<file path="src/rtl/game_input_ctrl_if.sv">
// -----------------------------------------------------------------------------
// game_input_ctrl_if
// Control link between the input conditioner and the game FSM.
//   state       FSM -> conditioner   current game state (0 INITIAL, 1 PLAYING,
//                                     2 OVER, 3 unused)
//   start_game  conditioner -> FSM   1-cycle pulse: begin game
//   restart     conditioner -> FSM   1-cycle pulse: return to INITIAL
//   flap        conditioner -> FSM   1-cycle pulse: bird flap
// The master modport is the conditioner; the slave modport is the FSM.
// -----------------------------------------------------------------------------
interface game_input_ctrl_if;
    logic [1:0] state;
    logic       start_game;
    logic       restart;
    logic       flap;

    modport master (
        input  state,
        output start_game,
        output restart,
        output flap
    );

    modport slave (
        output state,
        input  start_game,
        input  restart,
        input  flap
    );
endinterface

</file>
<file path="src/rtl/game_input_ctrl.sv">
// -----------------------------------------------------------------------------
// game_input_ctrl
// Conditions the raw FLAP and RESTART buttons (2-FF synchroniser, debounce,
// rising-edge detect). It turns them into one-cycle command pulses for the game
// FSM. Commands are gated by the FSM's fed-back state, so only legal commands
// reach it.
// Ports:
//   clk          system clock, single domain
//   rst_n        synchronous reset, active-low
//   btn_flap     raw FLAP button, asynchronous, active-high
//   btn_restart  raw RESTART button, asynchronous, active-high
//   ctrl         game_input_ctrl_if.master (state in; start_game/restart/flap out)
// Latency: a raw press held stable produces its pulse DEBOUNCE_CYCLES+3 clock
// edges after the first edge that samples it high.
// -----------------------------------------------------------------------------
module game_input_ctrl #(
    parameter int DEBOUNCE_CYCLES = 250000,
    parameter int HOLD_CYCLES     = 50000000
) (
    input  logic               clk,
    input  logic               rst_n,
    input  logic               btn_flap,
    input  logic               btn_restart,
    game_input_ctrl_if.master  ctrl
);

    typedef enum logic [1:0] {
        ST_INITIAL = 2'd0,
        ST_PLAYING = 2'd1,
        ST_OVER    = 2'd2,
        ST_UNUSED  = 2'd3
    } game_state_e;

    localparam int DW = $clog2(DEBOUNCE_CYCLES + 1);
    localparam int HW = $clog2(HOLD_CYCLES + 1);

    localparam logic [DW-1:0] DB_ZERO   = {DW{1'b0}};
    localparam logic [DW-1:0] DB_ONE    = DW'(1);
    localparam logic [DW-1:0] DB_LAST   = DW'(DEBOUNCE_CYCLES - 1);
    localparam logic [HW-1:0] HOLD_ZERO = {HW{1'b0}};
    localparam logic [HW-1:0] HOLD_ONE  = HW'(1);
    localparam logic [HW-1:0] HOLD_LAST = HW'(HOLD_CYCLES - 1);
    localparam logic [HW-1:0] HOLD_MAX  = HW'(HOLD_CYCLES);

    // Bit 0 carries FLAP, bit 1 carries RESTART throughout the pipeline.
    localparam int B_FLAP    = 0;
    localparam int B_RESTART = 1;

    logic [1:0]    raw_s;
    logic [1:0]    sync1_r;
    logic [1:0]    sync2_r;
    logic [1:0]    db_r;
    logic [1:0]    db_d_r;
    logic [1:0]    rise_r;
    logic [DW-1:0] db_cnt_r [2];
    logic [HW-1:0] hold_cnt_r;
    logic [HW-1:0] hold_cnt_nxt_s;

    game_state_e   state_s;
    logic          hold_fire_s;
    logic          start_c_s;
    logic          restart_c_s;
    logic          flap_c_s;

    logic          start_game_r;
    logic          restart_r;
    logic          flap_r;

    assign raw_s   = {btn_restart, btn_flap};
    assign state_s = game_state_e'(ctrl.state);

    // Synchroniser, debounce counters, delayed level and registered press edge.
    always_ff @(posedge clk) begin
        if (!rst_n) begin
            sync1_r <= 2'b00;
            sync2_r <= 2'b00;
            db_r    <= 2'b00;
            db_d_r  <= 2'b00;
            rise_r  <= 2'b00;
            for (int i = 0; i < 2; i++) begin
                db_cnt_r[i] <= DB_ZERO;
            end
        end else begin
            sync1_r <= raw_s;
            sync2_r <= sync1_r;
            db_d_r  <= db_r;
            rise_r  <= db_r & ~db_d_r;
            for (int i = 0; i < 2; i++) begin
                if (sync2_r[i] == db_r[i]) begin
                    db_cnt_r[i] <= DB_ZERO;
                end else if (db_cnt_r[i] == DB_LAST) begin
                    // This is the DEBOUNCE_CYCLES-th consecutive differing cycle.
                    db_r[i]     <= sync2_r[i];
                    db_cnt_r[i] <= DB_ZERO;
                end else begin
                    db_cnt_r[i] <= db_cnt_r[i] + DB_ONE;
                end
            end
        end
    end

    // Restart hold counter: counts while held in PLAYING, saturates so one hold
    // gives exactly one pulse.
    always_comb begin
        hold_cnt_nxt_s = hold_cnt_r;
        hold_fire_s    = 1'b0;
        if ((state_s != ST_PLAYING) || !db_r[B_RESTART]) begin
            hold_cnt_nxt_s = HOLD_ZERO;
        end else if (hold_cnt_r != HOLD_MAX) begin
            hold_cnt_nxt_s = hold_cnt_r + HOLD_ONE;
            hold_fire_s    = (hold_cnt_r == HOLD_LAST);
        end else begin
            hold_cnt_nxt_s = hold_cnt_r;
        end
    end

    // Command decode from press edges and current game state; restart beats start.
    always_comb begin
        start_c_s   = 1'b0;
        restart_c_s = 1'b0;
        flap_c_s    = 1'b0;
        case (state_s)
            ST_INITIAL: begin
                restart_c_s = rise_r[B_RESTART];
                start_c_s   = rise_r[B_FLAP] & ~rise_r[B_RESTART];
            end
            ST_PLAYING: begin
                flap_c_s    = rise_r[B_FLAP];
                restart_c_s = hold_fire_s;
            end
            ST_OVER: begin
                restart_c_s = rise_r[B_RESTART];
            end
            ST_UNUSED: begin
                restart_c_s = 1'b0;
            end
            default: begin
                restart_c_s = 1'b0;
            end
        endcase
    end

    // Registered command pulses and hold counter.
    always_ff @(posedge clk) begin
        if (!rst_n) begin
            hold_cnt_r   <= HOLD_ZERO;
            start_game_r <= 1'b0;
            restart_r    <= 1'b0;
            flap_r       <= 1'b0;
        end else begin
            hold_cnt_r   <= hold_cnt_nxt_s;
            start_game_r <= start_c_s;
            restart_r    <= restart_c_s;
            flap_r       <= flap_c_s;
        end
    end

    assign ctrl.start_game = start_game_r;
    assign ctrl.restart    = restart_r;
    assign ctrl.flap       = flap_r;

endmodule

</file>
<file path="src/flat_wrapper.sv">
// flat-port wrapper written by rule: the top's interface ports become plain ports
module game_input_ctrl_flat 
#(
    parameter int DEBOUNCE_CYCLES = 250000,
    parameter int HOLD_CYCLES     = 50000000
)
  (clk, rst_n, btn_flap, btn_restart, ctrl_state, ctrl_start_game, ctrl_restart, ctrl_flap);
  game_input_ctrl_if ctrl_i ();
  input  logic clk;
  input  logic rst_n;
  input  logic btn_flap;
  input  logic btn_restart;
  input wire logic [$bits(ctrl_i.state)-1:0] ctrl_state;
  output wire logic [$bits(ctrl_i.start_game)-1:0] ctrl_start_game;
  output wire logic [$bits(ctrl_i.restart)-1:0] ctrl_restart;
  output wire logic [$bits(ctrl_i.flap)-1:0] ctrl_flap;
  assign ctrl_i.state = ctrl_state;
  assign ctrl_start_game = ctrl_i.start_game;
  assign ctrl_restart = ctrl_i.restart;
  assign ctrl_flap = ctrl_i.flap;
  game_input_ctrl #(.DEBOUNCE_CYCLES(DEBOUNCE_CYCLES), .HOLD_CYCLES(HOLD_CYCLES)) u_core (.clk(clk), .rst_n(rst_n), .btn_flap(btn_flap), .btn_restart(btn_restart), .ctrl(ctrl_i));
endmodule
</file>
<file path="config.mk">
export PLATFORM = sky130hd
export DESIGN_NAME = game_input_ctrl_flat
export DESIGN_NICKNAME = d
export VERILOG_FILES = /design/src/rtl/game_input_ctrl_if.sv /design/src/rtl/game_input_ctrl.sv /design/src/flat_wrapper.sv
export SDC_FILE = /design/constraint.sdc
export NUM_CORES = 1
export LEC_CHECK = 0
export CORE_UTILIZATION = 61
export CTS_CLUSTER_SIZE = 12
export DETAILED_ROUTE_END_ITERATION = 8
export GPL_TIMING_DRIVEN = 0
export HOLD_SLACK_MARGIN = 0.12
export PLACE_DENSITY = 0.78
export SLEW_MARGIN = 20
export SYNTH_ARGS = -nofsm -noshare
export SYNTH_HDL_FRONTEND = slang
export SYNTH_SLANG_ARGS = --single-unit
</file>
<file path="constraint.sdc">
create_clock -name clk -period 2.7 [get_ports clk]
set_input_delay 0.675 -clock clk [delete_from_list [all_inputs] [get_ports clk]]
set_output_delay 0.675 -clock clk [all_outputs]
set_load 0.03 [all_outputs]
</file>
==> flow_summary.json, run 1 <==
{
  "ir_worst_vdd_mv": 0.339,
  "fin_tns_setup_ns": 0,
  "synthCells": 382,
  "pwr-share-seq_pct": 57.9,
  "worst_ep_required_time_ns": 2.78,
  "place_congestion": 0.822,
  "rows": 27,
  "path_max_fanout": 10,
  "clock-sinks": 75,
  "swShare_pct": 21.5,
  "die-area_um2": 6350,
  "pwr_density_cell_nw_per_um2": 513,
  "netlist_area_um2": 3680,
  "num_vias": 2925,
  "synth_top_cell_by_area": "edfxtp_1",
  "routed_wl_um": 6960,
  "ys_top_cells_by_count": "47 x nor2_1, 39 x dfxtp_1, 36 x edfxtp_1",
  "drc": 0,
  "drt-wirelength-per-cell_um": 13.5,
  "synth_enable_flop_cells": 36,
  "hpwlAfterDp_um": 4990,
  "hold_viol_final": 0,
  "synthFlopType": "dfxtp_1",
  "slew_violations": 0,
  "port_buffers": 8,
  "pin_count": 9,
  "final.period_utilization_pct": 94.4,
  "drt_iter0_drc": 164,
  "start_util_pct": 64.9,
  "cp_data_arrival_time_ns": 2.63,
  "gr-usage-met3_pct": 4.57,
  "drive_gt1_share_pct": 4.75,
  "ys_warn_count": 0,
  "avgSynthCellArea_um2": 9.64,
  "power.leakage_nw": 1.40,
  "hold_class": "reg -> reg",
  "cts_hold_buf": 0,
  "dp.cells": 497,
  "fin_crit_ns": 2.55,
  "setup_viol": 0,
  "synth.distinct_cells": 40,
  "clk_latency_ns": 0.35,
  "ant_nets": 0,
  "yosysMostFrequentCell": "nor2_1",
  "tightest_slew_ns": 0.766,
  "clk_pin_slew_ns": 0.08,
  "final_nets": 447,
  "diodes": 0,
  "synth-async-reset-ratio_pct": 0,
  "cts_buffers": 9,
  "outcome": "completed",
  "power_switching_uw": 461,
  "cts_tree": "done",
  "start_kind": "flip-flop",
  "clk_path_buf_depth": 2,
  "first_pass_iters": 4,
  "grt_max_degree": 13,
  "fmax_ghz": 0.392,
  "die_w_um": 79.7,
  "critPathSlowestCell": "o211ai_1",
  "ctsRootBufferMaster": "clkbuf_8",
  "p_int_mw": 1.68,
  "met2_usage_pct": 40.8,
  "grt-busiest-layer": "met2",
  "setup.worst_path.class": "reg -> reg",
  "grt_pass1_wl_um": 11800,
  "critPathMaxStageDelay_ns": 0.67,
  "ys_seq_area_share_pct": 50.6,
  "core-area_um2": 5680,
  "cts_repair_resize_count": 0,
  "synth-seq-cells": 75,
  "grt_pass1_vias": 2767,
  "finalNonFillerCells": 514,
  "vias_per_cell": 5.69,
  "grt.overflow.total": 0,
  "yosys-top-cells-area": "edfxtp_1 29%, dfxtp_1 21%, xor2_1 5.0%",
  "antenna_found_initial": 0,
  "pwr-share-clk_pct": 39.1,
  "crit_chain": "nor4_1, nand4b_1, o211ai_1, clkbuf_1, nor2_1",
  "rsz0062_at_grt": "no",
  "drv_cap": 0,
  "grt_use_total_pct": 24.3,
  "cp-end-kind": "flip-flop",
  "grt_util_met1_pct": 30.0,
  "finish.utilization_pct": 73.7,
  "cts.htree.levels": 3,
  "maxSlewHeadroom_pct": 48.7,
  "synth_top_area_share_pct": 29.4,
  "dieHeight_um": 79.7,
  "finalClockSkew_ns": 0.0103,
  "comb_power_share_pct": 2.9,
  "synthToLayoutAreaGrowth_pct": 13.6
}
==> routing by layer <==
layer	vias up	routed length, um
met5	-	0
met4	0	164
met2	43	3210
li1	1483	-
met3	14	188
met1	1385	3400
==> power by group through the flow <==
stage | combinational (mW) | sequential [mW] | clock [mW]
6_report | 0.0632 | 1.24 | 0.839
5_1_grt | 0.0721 | 1.25 | 0.896
4_1_cts | 0.0618 | 1.24 | 0.852
3_5_place_dp | 0.0604 | 1.27 | 0
3_3_place_gp | 0.0591 | 1.27 | 0
2_1_floorplan | 0.0446 | 1.26 | 0
==> placed cells by master, fill, tap and decap left out, drive strengths merged, types with 2 or more instances in the layout <==
master         count
nand2             16
edfxtp            36
nor2b              2
a21oi             23
inv               15
or3                9
nor4bb             2
o21ai              9
nor2              47
ha                 4
conb              36
o21a               3
clkdlybuf4s50      8
buf                2
and2               9
nand3             23
nor4               6
o211ai             4
xor2              21
o31ai             13
nor3               7
nand2b             4
nand4             20
xnor2             14
clkbuf            26
dfxtp             39
and3               8
or2                4
or4               18
and4               5
==> final timing paths <==
check                        startpoint               endpoint  slack [ns]  cells after the start
setup / recovery  u_core.db_cnt_r[0][4]  u_core.db_cnt_r[0][8]        0.15                      5
hold / removal         u_core.db_d_r[0]       u_core.rise_r[0]        0.39                      1
setup reg to reg  u_core.db_cnt_r[0][4]  u_core.db_cnt_r[0][8]        0.15                      5
hold reg to reg        u_core.db_d_r[0]       u_core.rise_r[0]        0.39                      1
==> stage by stage <==
step                      hold WS (ns)  setup WS, ns  area (um^2)  total power, mW
after floorplan                  0.367         0.411         3810             1.31
after global placement           0.372       -0.0207         3980             1.33
after detailed placement         0.379       -0.0825         3980             1.33
after CTS                        0.386         0.213         4180             2.16
after global routing             0.410        0.0344         4180             2.22
final                            0.390         0.152         4180             2.15
==> area by class of cell <==
type                       count  area, um^2
buffer                        12        46.3
clock buffer                  15         188
clock inverter                 1        5.00
fill                         428        1490
inverter                      15        56.3
multi-input combinational    315        1850
sequential                    75        1860
tap                           72        90.1
timing repair buffer           9        87.6
==> critical path, delay by kind of cell, from the launching register on <==
| kind | cells | cell delay, ns |
|---|---|---|
| buffers and inverters | 1 | 0.46 |
| and+or+nand+nor | 3 | 0.68 |
| DFF | 1 | 0.47 |
| AOI/OAI and AO/OA | 1 | 0.67 |
==> registers in the layout (all words and copies together), names as in the netlist <==
| register | cells |
|---|---|
| u_core.ctrl.start_game | 1 |
| u_core.db_cnt_r | 36 |
| u_core.ctrl.flap | 1 |
| u_core.db_d_r | 2 |
| u_core.sync2_r | 2 |
| u_core.hold_cnt_r | 26 |
| u_core.db_r | 2 |
| u_core.ctrl.restart | 1 |
| u_core.sync1_r | 2 |
| u_core.rise_r | 2 |
==> cells by family after synthesis <==
logic type | count (synthesis) | share of synthesized area (%)
simple gates | 185 | 27.7
mux | 1 | 0.306
other cells | 1 | 0.102
compound gates | 54 | 8.87
buf+inv | 27 | 2.79
flops | 75 | 50.6
fa+ha+maj | 4 | 1.36
xor+xnor | 35 | 8.33
==> timing repair <==
action                                  in CTS  in global routing
buffers inserted                             1                  0
endpoints found under the hold margin        0                  0
endpoints found under the setup margin      10                  0
(Power assumes the default switching activity.)
==> inputs of run 2 (changes only) <==
clock period = 2.4 ns   (was 2.7 ns; I/O delays follow)
==> run 2 against run 1 <==
Combinational power rose by 15%. Clock skew fell by 0.00093 ns. Register-to-register slack got worse by 0.04 ns. Sequential power rose by 13%. Die area did not move. Clock-buffer cell count did not move. Largest cell class unchanged. Via count fell by 0.38%. Non-clock buffer count rose by 2.
==> flow_summary.json, run 2 (synthesized netlist as in run 1, its figures left out) <==
{
  "vias_per_cell": 5.65,
  "power_switching_uw": 526,
  "drv_cap": 0,
  "routed_wl_um": 7060,
  "outcome": "completed",
  "cts_tree": "done",
  "hold_viol_final": 0,
  "regMostFlops": "u_core.db_cnt_r",
  "final.period_utilization_pct": 95.1,
  "pwr-share-clk_pct": 39.2,
  "layout_commonest_cell": "nor2_1",
  "synthToLayoutAreaGrowth_pct": 14.1,
  "grt_pass1_vias": 2778,
  "dieHeight_um": 79.7,
  "maxSlewHeadroom_pct": 66.6,
  "cp-end-kind": "flip-flop",
  "whs_ns": 0.390,
  "clk_path_buf_depth": 2,
  "tightest_slew_ns": 0.501,
  "die-area_um2": 6350,
  "setup_viol": 0,
  "clock-sinks": 75,
  "largest_registers": "u_core.db_cnt_r (36), u_core.hold_cnt_r (26)",
  "cts_buffers": 9,
  "drc": 0,
  "cp_data_arrival_time_ns": 2.56,
  "num_vias": 2914,
  "grt.overflow.total": 0,
  "pwr-share-seq_pct": 57.7,
  "cts.htree.levels": 3,
  "first_pass_iters": 4,
  "cts_hold_buf": 0,
  "fin_tns_setup_ns": 0,
  "grt_use_total_pct": 24.6,
  "largest_reg_flops": 36,
  "slew_violations": 0,
  "hold_class": "reg -> reg",
  "worst_ep_required_time_ns": 2.68,
  "ir_worst_vdd_mv": 0.382,
  "start_util_pct": 64.9,
  "diodes": 0,
  "antenna_found_initial": 0,
  "pwr_density_cell_nw_per_um2": 577,
  "drive_gt1_share_pct": 5.41,
  "grt_pass1_wl_um": 11900,
  "final_nets": 449,
  "ctsRootBufferMaster": "clkbuf_8",
  "ant_nets": 0,
  "rsz0062_at_grt": "no",
  "port_buffers": 8,
  "power.leakage_nw": 1.41,
  "p_int_mw": 1.90,
  "fin_crit_ns": 2.28,
  "clk_latency_ns": 0.35,
  "start_kind": "flip-flop",
  "final_cell_mix": "47 x nor2_1, 39 x dfxtp_1, 36 x edfxtp_1, 36 x conb_1",
  "finalClockSkew_ns": 0.00939,
  "hpwlAfterDp_um": 4990,
  "grt_max_degree": 13,
  "pin_count": 9,
  "setup.worst_path.class": "reg -> reg",
  "drt-wirelength-per-cell_um": 13.7,
  "path_max_fanout": 8,
  "fmax_ghz": 0.438,
  "die_w_um": 79.7,
  "place_congestion": 0.822,
  "comb_power_share_pct": 3.0,
  "rows": 27,
  "core-area_um2": 5680,
  "swShare_pct": 21.7,
  "drt_iter0_drc": 172,
  "clk_pin_slew_ns": 0.08
}
[run 2: cell types whose count changed in the layout (fill, tap and decap cells not counted)]
| cell | change |
|---|---|
| buf_2 | +1 |
| buf_4 | +2 |
| clkbuf_1 | -1 |
[run 2: critical path, stage by stage, from the launching register on]
cell     delay, ns
dfxtp_1       0.36
or4b_1        0.50
or4_1         0.50
buf_2         0.19
or4_1         0.51
a21oi_1       0.15
[run 2: power by group through the flow]
stage	clock network (mW)	logic, mW	registers (mW)
global placement	0	0.0665	1.43
floorplan	0	0.0502	1.42
CTS	0.959	0.0711	1.40
global route	1.01	0.0829	1.40
detailed placement	0	0.0680	1.43
finish	0.951	0.0728	1.40
[run 2: timing repair]
action                                  in CTS  in global routing
setup buffers                                3                  0
gates resized for setup                      1                  1
pin swaps                                    2                  0
endpoints found under the setup margin      21                  1
[run 2: cell type report]
| cell class | count | area (um^2) |
|---|---|---|
| Tap cell | 72 | 90.1 |
| Inverter | 15 | 56.3 |
| Clock inverter | 1 | 5.00 |
| Timing Repair Buffer | 11 | 103 |
| Buffer | 12 | 47.5 |
| Sequential cell | 75 | 1860 |
| Multi-Input combinational cell | 315 | 1850 |
| Fill cell | 423 | 1480 |
| Clock buffer | 15 | 188 |
[run 2: metal layers]
layer	track usage [%]	up-vias	wire [um]
met5	0	-	0
met4	12.2	0	175
met3	4.57	16	184
met2	41.1	40	3270
met1	30.4	1375	3430
li1	-	1483	-
[run 2: worst paths after layout]
path / startpoint / endpoint / slack (ns) / cells after the start
hold / removal: u_core.db_d_r[0] / u_core.rise_r[0] / 0.39 / 1
hold reg to reg: u_core.db_d_r[0] / u_core.rise_r[0] / 0.39 / 1
setup reg to reg: u_core.hold_cnt_r[16] / u_core.ctrl.restart / 0.12 / 5
setup / recovery: u_core.hold_cnt_r[16] / u_core.ctrl.restart / 0.12 / 5
[run 2: through the flow]
stage / area (um^2) / util, % / power [mW] / cells / setup slack [ns]
4_1_cts: 4200 / 74.0 / 2.43 / 516 / 0.126
3_5_place_dp: 3980 / 70.2 / 1.50 / 497 / -0.382
2_1_floorplan: 3810 / - / 1.47 / 417 / 0.111
3_3_place_gp: 3980 / 70.2 / 1.49 / 497 / -0.321
6_report: 4200 / 74.0 / 2.42 / 516 / 0.117
5_1_grt: 4200 / 74.0 / 2.49 / 516 / 0.0166
